--- src/rtl/i2c_cfg_sequencer.sv ---
// rtl/i2c_cfg_sequencer.sv - walks a sensor config table and drives a single-transaction I2C master
module i2c_cfg_sequencer #(
    parameter int ADDR_W    = 8,
    parameter int DATA_W    = 16,
    parameter int IDX_W     = 8,
    parameter int RETRY_MAX = 3
) (
    input  logic                       clk,
    input  logic                       rst_n,
    input  logic                       start,
    input  logic [IDX_W-1:0]           lut_size,
    output logic [IDX_W-1:0]           lut_index,
    input  logic [2+ADDR_W+DATA_W-1:0] lut_data,
    output logic                       i2c_req,
    output logic                       i2c_rw,
    output logic [ADDR_W-1:0]          i2c_addr,
    output logic [DATA_W-1:0]          i2c_wdata,
    input  logic                       i2c_done,
    input  logic                       i2c_nack,
    input  logic [DATA_W-1:0]          i2c_rdata,
    output logic                       busy,
    output logic                       cfg_done,
    output logic                       cfg_err,
    output logic [1:0]                 err_code,
    output logic [IDX_W-1:0]           err_index
);

    localparam int RC_W = (RETRY_MAX > 0) ? $clog2(RETRY_MAX + 1) : 1;

    localparam logic [1:0] OP_READ  = 2'b01;
    localparam logic [1:0] OP_DELAY = 2'b10;
    localparam logic [1:0] OP_END   = 2'b11;

    typedef enum logic [2:0] {
        S_IDLE, S_FETCH, S_ISSUE, S_WAIT, S_DELAY, S_NEXT, S_DONE
    } state_t;

    state_t              state_q;
    logic [IDX_W-1:0]    lut_index_q;
    logic [RC_W-1:0]     retry_cnt_q;
    logic [DATA_W-1:0]   delay_cnt_q;
    logic                i2c_req_q;
    logic                i2c_rw_q;
    logic [ADDR_W-1:0]   i2c_addr_q;
    logic [DATA_W-1:0]   i2c_wdata_q;
    logic                busy_q;
    logic                cfg_done_q;
    logic                cfg_err_q;
    logic [1:0]          err_code_q;
    logic [IDX_W-1:0]    err_index_q;

    logic [1:0]          lut_op;
    logic [ADDR_W-1:0]   lut_addr;
    logic [DATA_W-1:0]   lut_val;

    assign lut_op   = lut_data[2+ADDR_W+DATA_W-1 -: 2];
    assign lut_addr = lut_data[DATA_W +: ADDR_W];
    assign lut_val  = lut_data[DATA_W-1:0];

    // The held i2c_rw/i2c_wdata double as the entry register: for a read
    // the data field is the expected value, compared when the master finishes.
    always_ff @(posedge clk or negedge rst_n) begin
        if (!rst_n) begin
            state_q     <= S_IDLE;
            lut_index_q <= '0;
            retry_cnt_q <= '0;
            delay_cnt_q <= '0;
            i2c_req_q   <= 1'b0;
            i2c_rw_q    <= 1'b0;
            i2c_addr_q  <= '0;
            i2c_wdata_q <= '0;
            busy_q      <= 1'b0;
            cfg_done_q  <= 1'b0;
            cfg_err_q   <= 1'b0;
            err_code_q  <= 2'b00;
            err_index_q <= '0;
        end else begin
            i2c_req_q <= 1'b0;
            case (state_q)
                S_IDLE: begin
                    if (start) begin
                        lut_index_q <= '0;
                        retry_cnt_q <= '0;
                        cfg_done_q  <= 1'b0;
                        cfg_err_q   <= 1'b0;
                        err_code_q  <= 2'b00;
                        err_index_q <= '0;
                        busy_q      <= 1'b1;
                        state_q     <= S_FETCH;
                    end
                end
                S_FETCH: begin
                    if (lut_index_q >= lut_size || lut_op == OP_END) begin
                        state_q <= S_DONE;
                    end else if (lut_op == OP_DELAY) begin
                        delay_cnt_q <= lut_val;
                        state_q     <= (lut_val == '0) ? S_NEXT : S_DELAY;
                    end else begin
                        i2c_req_q   <= 1'b1;
                        i2c_rw_q    <= (lut_op == OP_READ);
                        i2c_addr_q  <= lut_addr;
                        i2c_wdata_q <= lut_val;
                        state_q     <= S_ISSUE;
                    end
                end
                S_ISSUE: state_q <= S_WAIT;
                S_WAIT: begin
                    if (i2c_done) begin
                        if (i2c_nack) begin
                            if (retry_cnt_q < RC_W'(RETRY_MAX)) begin
                                retry_cnt_q <= retry_cnt_q + 1'b1;
                                i2c_req_q   <= 1'b1;
                                state_q     <= S_ISSUE;
                            end else begin
                                cfg_err_q <= 1'b1;
                                if (!cfg_err_q) begin
                                    err_code_q  <= 2'b01;
                                    err_index_q <= lut_index_q;
                                end
                                state_q <= S_DONE;
                            end
                        end else begin
                            if (i2c_rw_q && i2c_rdata != i2c_wdata_q) begin
                                cfg_err_q <= 1'b1;
                                if (!cfg_err_q) begin
                                    err_code_q  <= 2'b10;
                                    err_index_q <= lut_index_q;
                                end
                            end
                            state_q <= S_NEXT;
                        end
                    end
                end
                S_DELAY: begin
                    delay_cnt_q <= delay_cnt_q - 1'b1;
                    if (delay_cnt_q == DATA_W'(1))
                        state_q <= S_NEXT;
                end
                S_NEXT: begin
                    lut_index_q <= lut_index_q + 1'b1;
                    retry_cnt_q <= '0;
                    state_q     <= S_FETCH;
                end
                S_DONE: begin
                    cfg_done_q <= 1'b1;
                    busy_q     <= 1'b0;
                    state_q    <= S_IDLE;
                end
                default: begin
                    busy_q  <= 1'b0;
                    state_q <= S_IDLE;
                end
            endcase
        end
    end

    assign lut_index = lut_index_q;
    assign i2c_req   = i2c_req_q;
    assign i2c_rw    = i2c_rw_q;
    assign i2c_addr  = i2c_addr_q;
    assign i2c_wdata = i2c_wdata_q;
    assign busy      = busy_q;
    assign cfg_done  = cfg_done_q;
    assign cfg_err   = cfg_err_q;
    assign err_code  = err_code_q;
    assign err_index = err_index_q;

endmodule
--- config.mk ---
export PLATFORM = sky130hd
export DESIGN_NAME = i2c_cfg_sequencer
export DESIGN_NICKNAME = d
export VERILOG_FILES = /design/src/rtl/i2c_cfg_sequencer.sv
export SDC_FILE = /design/constraint.sdc
export NUM_CORES = 1
export LEC_CHECK = 0
export CORE_ASPECT_RATIO = 1.4
export CORE_MARGIN = 4
export CORE_UTILIZATION = 53
export CTS_CLUSTER_DIAMETER = 150
export DETAILED_ROUTE_END_ITERATION = 7
export PLACE_DENSITY = 0.84
export SLEW_MARGIN = 20
export SYNTH_ARGS = -nofsm -noshare
export SYNTH_HDL_FRONTEND = slang
export SYNTH_SLANG_ARGS = --single-unit
--- constraint.sdc ---
create_clock -name clk -period 4.85 [get_ports clk]
set_input_delay 0.97 -clock clk [delete_from_list [all_inputs] [get_ports clk]]
set_output_delay 0.97 -clock clk [all_outputs]
set_load 0.05 [all_outputs]
==> results of run 1 <==
worst max-delay path by stage:
| stage | startpoint | end | slack (ps) | cells past startpoint |
|---|---|---|---|---|
| floorplan | lut_size[0] | i2c_wdata[1]$_DFFE_PN0P_ | 1850 | 7 |
| global placement | lut_size[0] | i2c_wdata[4]$_DFFE_PN0P_ | 1250 | 9 |
| detailed placement | lut_size[0] | i2c_wdata[12]$_DFFE_PN0P_ | 1040 | 9 |
| CTS | lut_size[0] | i2c_wdata[10]$_DFFE_PN0P_ | 1400 | 9 |
| global route | lut_size[0] | i2c_wdata[15]$_DFFE_PN0P_ | 1330 | 9 |
| finish | lut_size[0] | i2c_wdata[10]$_DFFE_PN0P_ | 1450 | 9 |
metrics by stage:
step | hold WS (ps) | worst slack [ps]
floorplan | 460 | 1850
global placement | 472 | 1250
finish | 492 | 1450
global route | 512 | 1330
CTS | 496 | 1400
detailed placement | 481 | 1040
power by group through the flow:
stage | clock (mW) | sequential (mW) | combinational, mW
after CTS | 0.455 | 1.04 | 1.57
after global routing | 0.483 | 1.08 | 1.66
final | 0.447 | 1.04 | 1.57
after global placement | 0 | 1.03 | 1.52
after floorplan | 0 | 1.42 | 0.643
after detailed placement | 0 | 1.05 | 1.56
cells in the mapped netlist (2+ instances only):
cell type / count / share of area (%)
sky130_fd_sc_hd__nand3_1: 11 / 1.5
sky130_fd_sc_hd__xor2_1: 16 / 3.7
sky130_fd_sc_hd__or3_1: 4 / 0.66
sky130_fd_sc_hd__a31oi_1: 5 / 0.82
sky130_fd_sc_hd__o22ai_1: 5 / 0.82
sky130_fd_sc_hd__buf_2: 3 / 0.40
sky130_fd_sc_hd__mux2i_1: 3 / 0.79
sky130_fd_sc_hd__inv_1: 15 / 1.5
sky130_fd_sc_hd__a21oi_1: 25 / 3.3
sky130_fd_sc_hd__clkbuf_1: 11 / 1.1
sky130_fd_sc_hd__mux2_2: 24 / 7.1
sky130_fd_sc_hd__o22a_1: 20 / 4.6
sky130_fd_sc_hd__and2_1: 4 / 0.66
sky130_fd_sc_hd__o31ai_1: 3 / 0.59
sky130_fd_sc_hd__ha_1: 13 / 4.3
sky130_fd_sc_hd__a22o_1: 9 / 2.1
sky130_fd_sc_hd__nor2_1: 34 / 3.4
sky130_fd_sc_hd__nor2b_1: 2 / 0.33
sky130_fd_sc_hd__or4_4: 3 / 0.89
sky130_fd_sc_hd__nor4_1: 8 / 1.3
sky130_fd_sc_hd__a2bb2oi_1: 5 / 1.2
sky130_fd_sc_hd__nand2_1: 12 / 1.2
sky130_fd_sc_hd__nor3_1: 9 / 1.2
sky130_fd_sc_hd__o211ai_1: 2 / 0.40
sky130_fd_sc_hd__nand4_1: 4 / 0.66
sky130_fd_sc_hd__nand2b_1: 5 / 0.82
sky130_fd_sc_hd__o21a_1: 2 / 0.40
sky130_fd_sc_hd__nor3b_1: 3 / 0.59
sky130_fd_sc_hd__a22oi_1: 5 / 0.99
sky130_fd_sc_hd__a21o_1: 3 / 0.59
sky130_fd_sc_hd__and3_1: 3 / 0.49
sky130_fd_sc_hd__nand3b_1: 2 / 0.40
sky130_fd_sc_hd__dfrtp_1: 68 / 45
sky130_fd_sc_hd__o21ai_0: 15 / 2.0
cells by family after synthesis:
logic type               Yosys count
XOR/XNOR                          16
AO/OA/AOI/OAI                    110
flip-flops                        68
multiplexers                      27
AND/OR/NAND/NOR                  110
buffers and inverters             31
adder cells (fa/ha/maj)           14
final cells by class:
class / instances / share of cell area, %
Multi-Input combinational cell: 277 / 38.9
Sequential cell: 68 / 33.3
Timing Repair Buffer: 106 / 20.7
Clock buffer: 11 / 2.57
Tap cell: 95 / 2.33
Inverter: 16 / 1.18
Clock inverter: 5 / 1.03
sequential cells by signal, indices dropped and copies added, names as in the netlist:
register / cells
i2c_rw: 1
i2c_req: 1
delay_cnt_q: 16
i2c_wdata: 16
cfg_done: 1
lut_index: 8
i2c_addr: 8
retry_cnt_q: 2
busy: 1
err_index: 8
err_code: 2
state_q: 3
cfg_err: 1
worst max-delay path, delay by kind of cell:
family                   cells  cell delay [ps]
AO/OA/AOI/OAI                2              730
buffers and inverters        3              960
AND/OR/NAND/NOR              2              300
multiplexers                 1              380
adder cells (fa/ha/maj)      1              280
metal layers:
| metal | track usage [%] | part of all wire, % | up-vias |
|---|---|---|---|
| li1 | - | - | 1615 |
| met1 | 30.1 | 39 | 1705 |
| met2 | 43.8 | 53 | 132 |
| met3 | 5.92 | 5.8 | 27 |
| met4 | 11.1 | 2.8 | 0 |
| met5 | 0 | 0 | - |
==> impl_metrics.prom, run 1 <==
# TYPE chip_impl_metric gauge
chip_impl_metric{name="layout-area-overhead-vs-synth",unit="%"} 34.6
chip_impl_metric{name="place.gp.congestion",unit=""} 0.870
chip_impl_metric{name="post_drt_wl_per_cell",unit="um"} 18.4
chip_impl_metric{name="antenna_left",unit=""} 0
chip_impl_metric{name="intPower",unit="mW"} 1.65
chip_impl_info{name="startpoint_type",value="input pin"} 1
chip_impl_info{name="timing_worst_setup_path_type",value="in -> reg"} 1
chip_impl_metric{name="multi_input_comb_area",unit="um2"} 1990
chip_impl_metric{name="maxSlewViolCount",unit=""} 0
chip_impl_metric{name="worst_slew_pin_slew",unit="ps"} 716
chip_impl_info{name="cp_slowest_cell",value="sky130_fd_sc_hd__a2111oi_0"} 1
chip_impl_metric{name="post_synthesis_instance_area",unit="um2"} 3790
chip_impl_metric{name="totalNegativeSetupSlack",unit="ps"} 0
chip_impl_metric{name="synth_cell_type_count",unit=""} 54
chip_impl_info{name="regToRegStartpoint",value="lut_index[0]$_DFFE_PN0P_"} 1
chip_impl_info{name="worstPathCellList",value="clkdlybuf4s50_1, ha_1, nand2b_1, a2111oi_0, o31ai_2, buf_4, nor2_2, buf_4, mux2_2"} 1
chip_impl_metric{name="die_w",unit="um"} 79.5
chip_impl_info{name="result_of_the_run",value="finished clean"} 1
chip_impl_metric{name="mean_instance_size_in_the_synthesized_netlist",unit="um2"} 10.1
chip_impl_info{name="layout_common_cells",value="100 x sky130_fd_sc_hd__clkdlybuf4s50_1, 68 x sky130_fd_sc_hd__dfrtp_1, 33 x sky130_fd_sc_hd__nor2_1, 25 x sky130_fd_sc_hd__a21oi_1, 24 x sky130_fd_sc_hd__mux2_2"} 1
chip_impl_metric{name="max_freq",unit="MHz"} 294
chip_impl_metric{name="grt_max_degree",unit=""} 47
chip_impl_metric{name="synth-adder-area-share",unit="%"} 4.55
chip_impl_metric{name="via_count",unit=""} 3479
chip_impl_metric{name="grt_first_pass_wirelength",unit="mm"} 17.0
chip_impl_metric{name="worst_slew_margin_rel",unit="%"} 52.1
chip_impl_metric{name="post-route-cell-area",unit="um2"} 5110
chip_impl_metric{name="max-vdd-ir-drop",unit="uV"} 344
chip_impl_metric{name="top_level_ports",unit=""} 102
chip_impl_metric{name="synth_net_count",unit=""} 444
chip_impl_metric{name="yosysSeqAreaShare",unit="%"} 44.8
chip_impl_metric{name="synth_async_sr_flop_share",unit="%"} 100
chip_impl_info{name="synth_top_family_by_area",value="compound AO/OA/AOI/OAI gates"} 1
chip_impl_metric{name="final_core_utilization",unit="%"} 73.1
chip_impl_metric{name="die_h",unit="um"} 108
chip_impl_metric{name="setup-violations-final",unit=""} 0
chip_impl_info{name="hold_path.startpoint",value="busy$_DFFE_PN0P_"} 1
chip_impl_metric{name="floorplan.rows",unit=""} 36
chip_impl_metric{name="power.share.clock",unit="%"} 14.7
chip_impl_info{name="hp-class",value="reg -> reg"} 1
chip_impl_metric{name="cts.clk_slew.worst_paths",unit="ps"} 70
chip_impl_metric{name="max-cap-violations",unit=""} 0
chip_impl_info{name="cts_root_buf",value="sky130_fd_sc_hd__clkbuf_8"} 1
chip_impl_metric{name="cts-buffers-inserted",unit=""} 9
chip_impl_metric{name="grt_pass1_vias",unit=""} 3586
chip_impl_metric{name="non_filler_instance_count_after_layout",unit=""} 578
chip_impl_metric{name="post-place-cells",unit=""} 561
chip_impl_metric{name="grt_overflow",unit=""} 0
chip_impl_metric{name="ys_warn_count",unit=""} 0
chip_impl_metric{name="n_antenna_cell",unit=""} 0
chip_impl_metric{name="final_period_minus_worst_setup_slack",unit="ps"} 3400
chip_impl_metric{name="report.final.hold_viol_count",unit=""} 0
chip_impl_metric{name="cts-root-to-sink-buffers",unit=""} 2
chip_impl_metric{name="worst-path-max-fanout",unit=""} 25
chip_impl_metric{name="fraction_of_synthesized_cell_area_in_xor_and_xnor_cells",unit="%"} 3.69
chip_impl_metric{name="switching_share",unit="%"} 46.1
chip_impl_info{name="layout_commonest_cell",value="sky130_fd_sc_hd__clkdlybuf4s50_1"} 1
chip_impl_metric{name="seqPwrFrac",unit="%"} 34.0
chip_impl_metric{name="post_synth_inst_count",unit=""} 376
chip_impl_info{name="holdPathEnd",value="busy$_DFFE_PN0P_"} 1
chip_impl_metric{name="setup.reg_to_reg.worst_slack",unit="ps"} 1940
chip_impl_info{name="endpoint_kind",value="register"} 1
chip_impl_metric{name="timing.hold.worst_path_depth",unit=""} 1
chip_impl_metric{name="drc",unit=""} 0
chip_impl_metric{name="groute.usage.overall",unit="%"} 25.5
chip_impl_metric{name="wirelength",unit="mm"} 10.7
chip_impl_metric{name="antenna_found_initial",unit=""} 0
chip_impl_metric{name="postCtsSetupBuffers",unit=""} 0
chip_impl_metric{name="cts_max_level",unit=""} 3
chip_impl_metric{name="pwr_density_cell",unit="nW/um2"} 598
chip_impl_metric{name="power_frac_comb",unit="%"} 51.3
chip_impl_metric{name="drt-pass1-iter-count",unit=""} 4
chip_impl_metric{name="worstPathArrival",unit="ps"} 3640
chip_impl_info{name="grt_setup_unrepaired",value="no"} 1
chip_impl_metric{name="post_synth_and_or_nand_nor_area_fraction",unit="%"} 15.6
chip_impl_metric{name="post_route_cells_drive_above_1_share",unit="%"} 11.6
chip_impl_metric{name="synth_compound_area_share",unit="%"} 20.3
chip_impl_metric{name="cellLeakagePower",unit="nW"} 2.13
chip_impl_metric{name="dr.first_iter.drc_count",unit=""} 193
chip_impl_info{name="synth_flop_type",value="sky130_fd_sc_hd__dfrtp_1"} 1
chip_impl_metric{name="dp.final_hpwl",unit="mm"} 8.02
chip_impl_metric{name="place.port_buffers",unit=""} 101
chip_impl_metric{name="final.fill_count",unit=""} 500
chip_impl_metric{name="vias_per_cell",unit=""} 6.02
chip_impl_metric{name="cts_repair_resize_count",unit=""} 0
chip_impl_metric{name="placedInstanceArea",unit="um2"} 4900
chip_impl_metric{name="clk-insertion-delay-late",unit="ps"} 350
chip_impl_metric{name="worstPathRequired",unit="ps"} 5090
chip_impl_info{name="timing.rr.end",value="i2c_wdata[10]$_DFFE_PN0P_"} 1
chip_impl_metric{name="synth.ff_latch_count",unit=""} 68
chip_impl_metric{name="die-area",unit="um2"} 8600
chip_impl_metric{name="proportion_of_synthesized_area_in_mux_cells",unit="%"} 7.91
chip_impl_info{name="cp_common_cell",value="sky130_fd_sc_hd__buf_4"} 1
chip_impl_metric{name="area.sequential",unit="um2"} 1700
chip_impl_metric{name="fin_worst_skew",unit="ps"} 7.19
chip_impl_metric{name="report.power.total",unit="mW"} 3.05
chip_impl_metric{name="placeableCoreArea",unit="um2"} 6980
chip_impl_metric{name="final_nets",unit=""} 546
chip_impl_metric{name="cts.hold.buffers_added",unit=""} 0
chip_impl_metric{name="synth_enable_flop_cells",unit=""} 0
chip_impl_metric{name="floorplan.initialDensity",unit="%"} 54.4
chip_impl_metric{name="critical-path-max-stage-delay",unit="ps"} 600
chip_impl_metric{name="final.period_utilization",unit="%"} 70.2
chip_impl_info{name="clock_tree_from_tritoncts",value="done"} 1
chip_impl_metric{name="rr_worst_depth",unit=""} 9
chip_impl_metric{name="cts_sinks",unit=""} 68
chip_impl_metric{name="power.net_switching",unit="mW"} 1.41
Power figures use the tool's default switching activity.
==> run 2, diff against run 1 <==
- CORE_UTILIZATION: 53 -> 44
- PLACE_DENSITY: 0.84 -> 0.74
- clock period: 4.85 -> 2.9 ns (I/O delays scaled with it)
==> run 2 against run 1 <==
  * First-iteration DRC count decreased by 27%
  * Sequential share of layout area decreased by 1.6 points
  * Clock-buffer cell count unchanged
  * Power grew 85%
  * Die area grew 19%
  * Design area is 5.0% higher
  * Clock skew fell by 1.5 ps
  * Hold slack worse by 200 ps
  * Critical path type unchanged
  * Largest cell class unchanged
==> impl_metrics.prom, run 2 (synthesized netlist as in run 1, its figures left out) <==
# TYPE chip_impl_metric gauge
chip_impl_metric{name="rr_worst_depth",unit=""} 9
chip_impl_metric{name="post-place-cells",unit=""} 580
chip_impl_metric{name="cts-buffers-inserted",unit=""} 9
chip_impl_info{name="result_of_the_run",value="finished clean"} 1
chip_impl_metric{name="totalNegativeSetupSlack",unit="ps"} 0
chip_impl_metric{name="worst_slew_margin_rel",unit="%"} 51.9
chip_impl_info{name="endpoint_kind",value="register"} 1
chip_impl_metric{name="post_route_cells_drive_above_1_share",unit="%"} 14.0
chip_impl_metric{name="cts_sinks",unit=""} 68
chip_impl_metric{name="n_antenna_cell",unit=""} 0
chip_impl_info{name="layout_common_cells",value="100 x sky130_fd_sc_hd__clkdlybuf4s50_1, 68 x sky130_fd_sc_hd__dfrtp_1, 33 x sky130_fd_sc_hd__nor2_1, 25 x sky130_fd_sc_hd__a21oi_1, 24 x sky130_fd_sc_hd__mux2_2"} 1
chip_impl_metric{name="cellLeakagePower",unit="nW"} 2.25
chip_impl_metric{name="pre_cts_slack",unit="ps"} -172
chip_impl_info{name="timing_worst_setup_path_type",value="in -> reg"} 1
chip_impl_metric{name="grt_max_degree",unit=""} 40
chip_impl_metric{name="final_critical_path_setup_slack",unit="ps"} 177
chip_impl_info{name="timing.rr.end",value="i2c_wdata[1]$_DFFE_PN0P_"} 1
chip_impl_metric{name="grt_overflow",unit=""} 0
chip_impl_metric{name="max-cap-violations",unit=""} 0
chip_impl_info{name="cts_root_buf",value="sky130_fd_sc_hd__clkbuf_16"} 1
chip_impl_info{name="layout_commonest_cell",value="sky130_fd_sc_hd__clkdlybuf4s50_1"} 1
chip_impl_metric{name="dp.final_hpwl",unit="mm"} 8.30
chip_impl_metric{name="grt_pass1_vias",unit=""} 3615
chip_impl_metric{name="cts-root-to-sink-buffers",unit=""} 2
chip_impl_metric{name="place.gp.congestion",unit=""} 0.881
chip_impl_metric{name="max-vdd-ir-drop",unit="uV"} 628
chip_impl_metric{name="layout-area-overhead-vs-synth",unit="%"} 41.3
chip_impl_metric{name="post_drt_wl_per_cell",unit="um"} 18.5
chip_impl_metric{name="via_count",unit=""} 3508
chip_impl_info{name="hp-class",value="in -> async"} 1
chip_impl_info{name="grt_setup_unrepaired",value="no"} 1
chip_impl_metric{name="wirelength",unit="mm"} 11.0
chip_impl_metric{name="setup-violations-final",unit=""} 0
chip_impl_metric{name="grt_first_pass_wirelength",unit="mm"} 18.0
chip_impl_metric{name="pwr_density_cell",unit="nW/um2"} 1050
chip_impl_metric{name="vias_per_cell",unit=""} 5.89
chip_impl_metric{name="postCtsSetupBuffers",unit=""} 0
chip_impl_metric{name="final_period_minus_worst_setup_slack",unit="ps"} 2720
chip_impl_metric{name="placeableCoreArea",unit="um2"} 8300
chip_impl_metric{name="max_freq",unit="MHz"} 367
chip_impl_metric{name="worst_slew_pin_slew",unit="ps"} 722
chip_impl_metric{name="worstPathRequired",unit="ps"} 3120
chip_impl_metric{name="final.period_utilization",unit="%"} 93.9
chip_impl_metric{name="floorplan.initialDensity",unit="%"} 45.7
chip_impl_metric{name="clk-insertion-delay-late",unit="ps"} 340
chip_impl_metric{name="final_nets",unit=""} 557
chip_impl_metric{name="place.port_buffers",unit=""} 101
chip_impl_metric{name="worst-path-max-fanout",unit=""} 25
chip_impl_metric{name="die_w",unit="um"} 86.5
chip_impl_metric{name="top_level_ports",unit=""} 102
chip_impl_metric{name="cts.hold.buffers_added",unit=""} 0
chip_impl_metric{name="antenna_found_initial",unit=""} 0
chip_impl_metric{name="antenna_left",unit=""} 0
chip_impl_metric{name="dr.first_iter.drc_count",unit=""} 141
chip_impl_metric{name="setup.reg_to_reg.worst_slack",unit="ps"} 320
chip_impl_metric{name="cts_max_level",unit=""} 3
chip_impl_info{name="startpoint_type",value="input pin"} 1
chip_impl_metric{name="maxSlewViolCount",unit=""} 0
chip_impl_metric{name="fin_worst_skew",unit="ps"} 5.64
chip_impl_metric{name="floorplan.rows",unit=""} 39
chip_impl_info{name="clock_tree_from_tritoncts",value="done"} 1
chip_impl_metric{name="report.final.hold_viol_count",unit=""} 0
chip_impl_metric{name="cts_repair_resize_count",unit=""} 0
chip_impl_metric{name="report.power.total",unit="mW"} 5.63
chip_impl_metric{name="worstPathArrival",unit="ps"} 2950
chip_impl_metric{name="non_filler_instance_count_after_layout",unit=""} 596
chip_impl_metric{name="drc",unit=""} 0
chip_impl_info{name="regToRegStartpoint",value="lut_index[0]$_DFFE_PN0P_"} 1
chip_impl_metric{name="final_core_utilization",unit="%"} 64.6
chip_impl_metric{name="cts.clk_slew.worst_paths",unit="ps"} 60
chip_impl_metric{name="die-area",unit="um2"} 10200
chip_impl_metric{name="die_h",unit="um"} 118
chip_impl_metric{name="groute.usage.overall",unit="%"} 22.5
chip_impl_metric{name="drt-pass1-iter-count",unit=""} 5
run 2: changes by cell type in the layout (fill, tap and decap cells not counted):
cell                         delta
sky130_fd_sc_hd__buf_4         +10
sky130_fd_sc_hd__clkbuf_16      +9
sky130_fd_sc_hd__clkbuf_8       -7
sky130_fd_sc_hd__clkinv_2       -3
sky130_fd_sc_hd__clkbuf_1       -2
sky130_fd_sc_hd__buf_12         +1
sky130_fd_sc_hd__bufinv_16      +1
sky130_fd_sc_hd__clkinv_4       +1
sky130_fd_sc_hd__clkinvlp_4     +1
run 2: how the worst max path moves through the flow:
| stage | start | end | slack (ps) | cells after the start |
|---|---|---|---|---|
| finish | lut_size[0] | i2c_wdata[1]$_DFFE_PN0P_ | 180 | 9 |
| global route | lut_size[0] | i2c_wdata[7]$_DFFE_PN0P_ | 7 | 9 |
| CTS | lut_size[0] | i2c_wdata[6]$_DFFE_PN0P_ | 150 | 9 |
| detailed placement | lut_size[0] | i2c_addr[1]$_DFFE_PN0P_ | -170 | 9 |
| global placement | lut_size[0] | i2c_addr[2]$_DFFE_PN0P_ | -10 | 9 |
| floorplan | lut_index[0]$_DFFE_PN0P_ | i2c_wdata[1]$_DFFE_PN0P_ | 90 | 8 |
run 2: report_power, final:
group	switching (mW)	total [mW]	internal (mW)
Combinational	1.59	2.69	1.10
Clock	0.416	1.22	0.800
Sequential	0.410	1.73	1.32
Total	2.41	5.63	3.22
run 2: critical path, cell delays in order:
cell and delay, ps:
sky130_fd_sc_hd__clkdlybuf4s50_1 400, sky130_fd_sc_hd__ha_1 280, sky130_fd_sc_hd__nand2b_1 140, sky130_fd_sc_hd__a2111oi_0 490
sky130_fd_sc_hd__buf_4 200, sky130_fd_sc_hd__o31ai_2 80, sky130_fd_sc_hd__nor2_2 200, sky130_fd_sc_hd__buf_12 210
sky130_fd_sc_hd__mux2_2 350
run 2: layout make-up:
type	count	area, um2
multi-input cells	277	1990
clock inverters	5	83.8
repair buffers	117	1150
inverters	16	60.1
flip-flops and latches	68	1700
fillers	659	2930
clock buffers	11	253
well taps	102	128
run 2: layer usage:
metal | global-route usage (%) | up-vias | part of all wire (%)
met3 | 5.11 | 25 | 6.2
li1 | - | 1637 | -
met2 | 39.3 | 128 | 52
met1 | 25.8 | 1718 | 39
met5 | 0 | - | 0
met4 | 9.26 | 0 | 3.1
run 2: metrics by stage:
stage | hold WS (ps) | instance area [um2]
global route | 359 | 5360
floorplan | 284 | 3790
CTS | 311 | 5360
global placement | 475 | 5030
detailed placement | 478 | 5030
finish | 294 | 5360
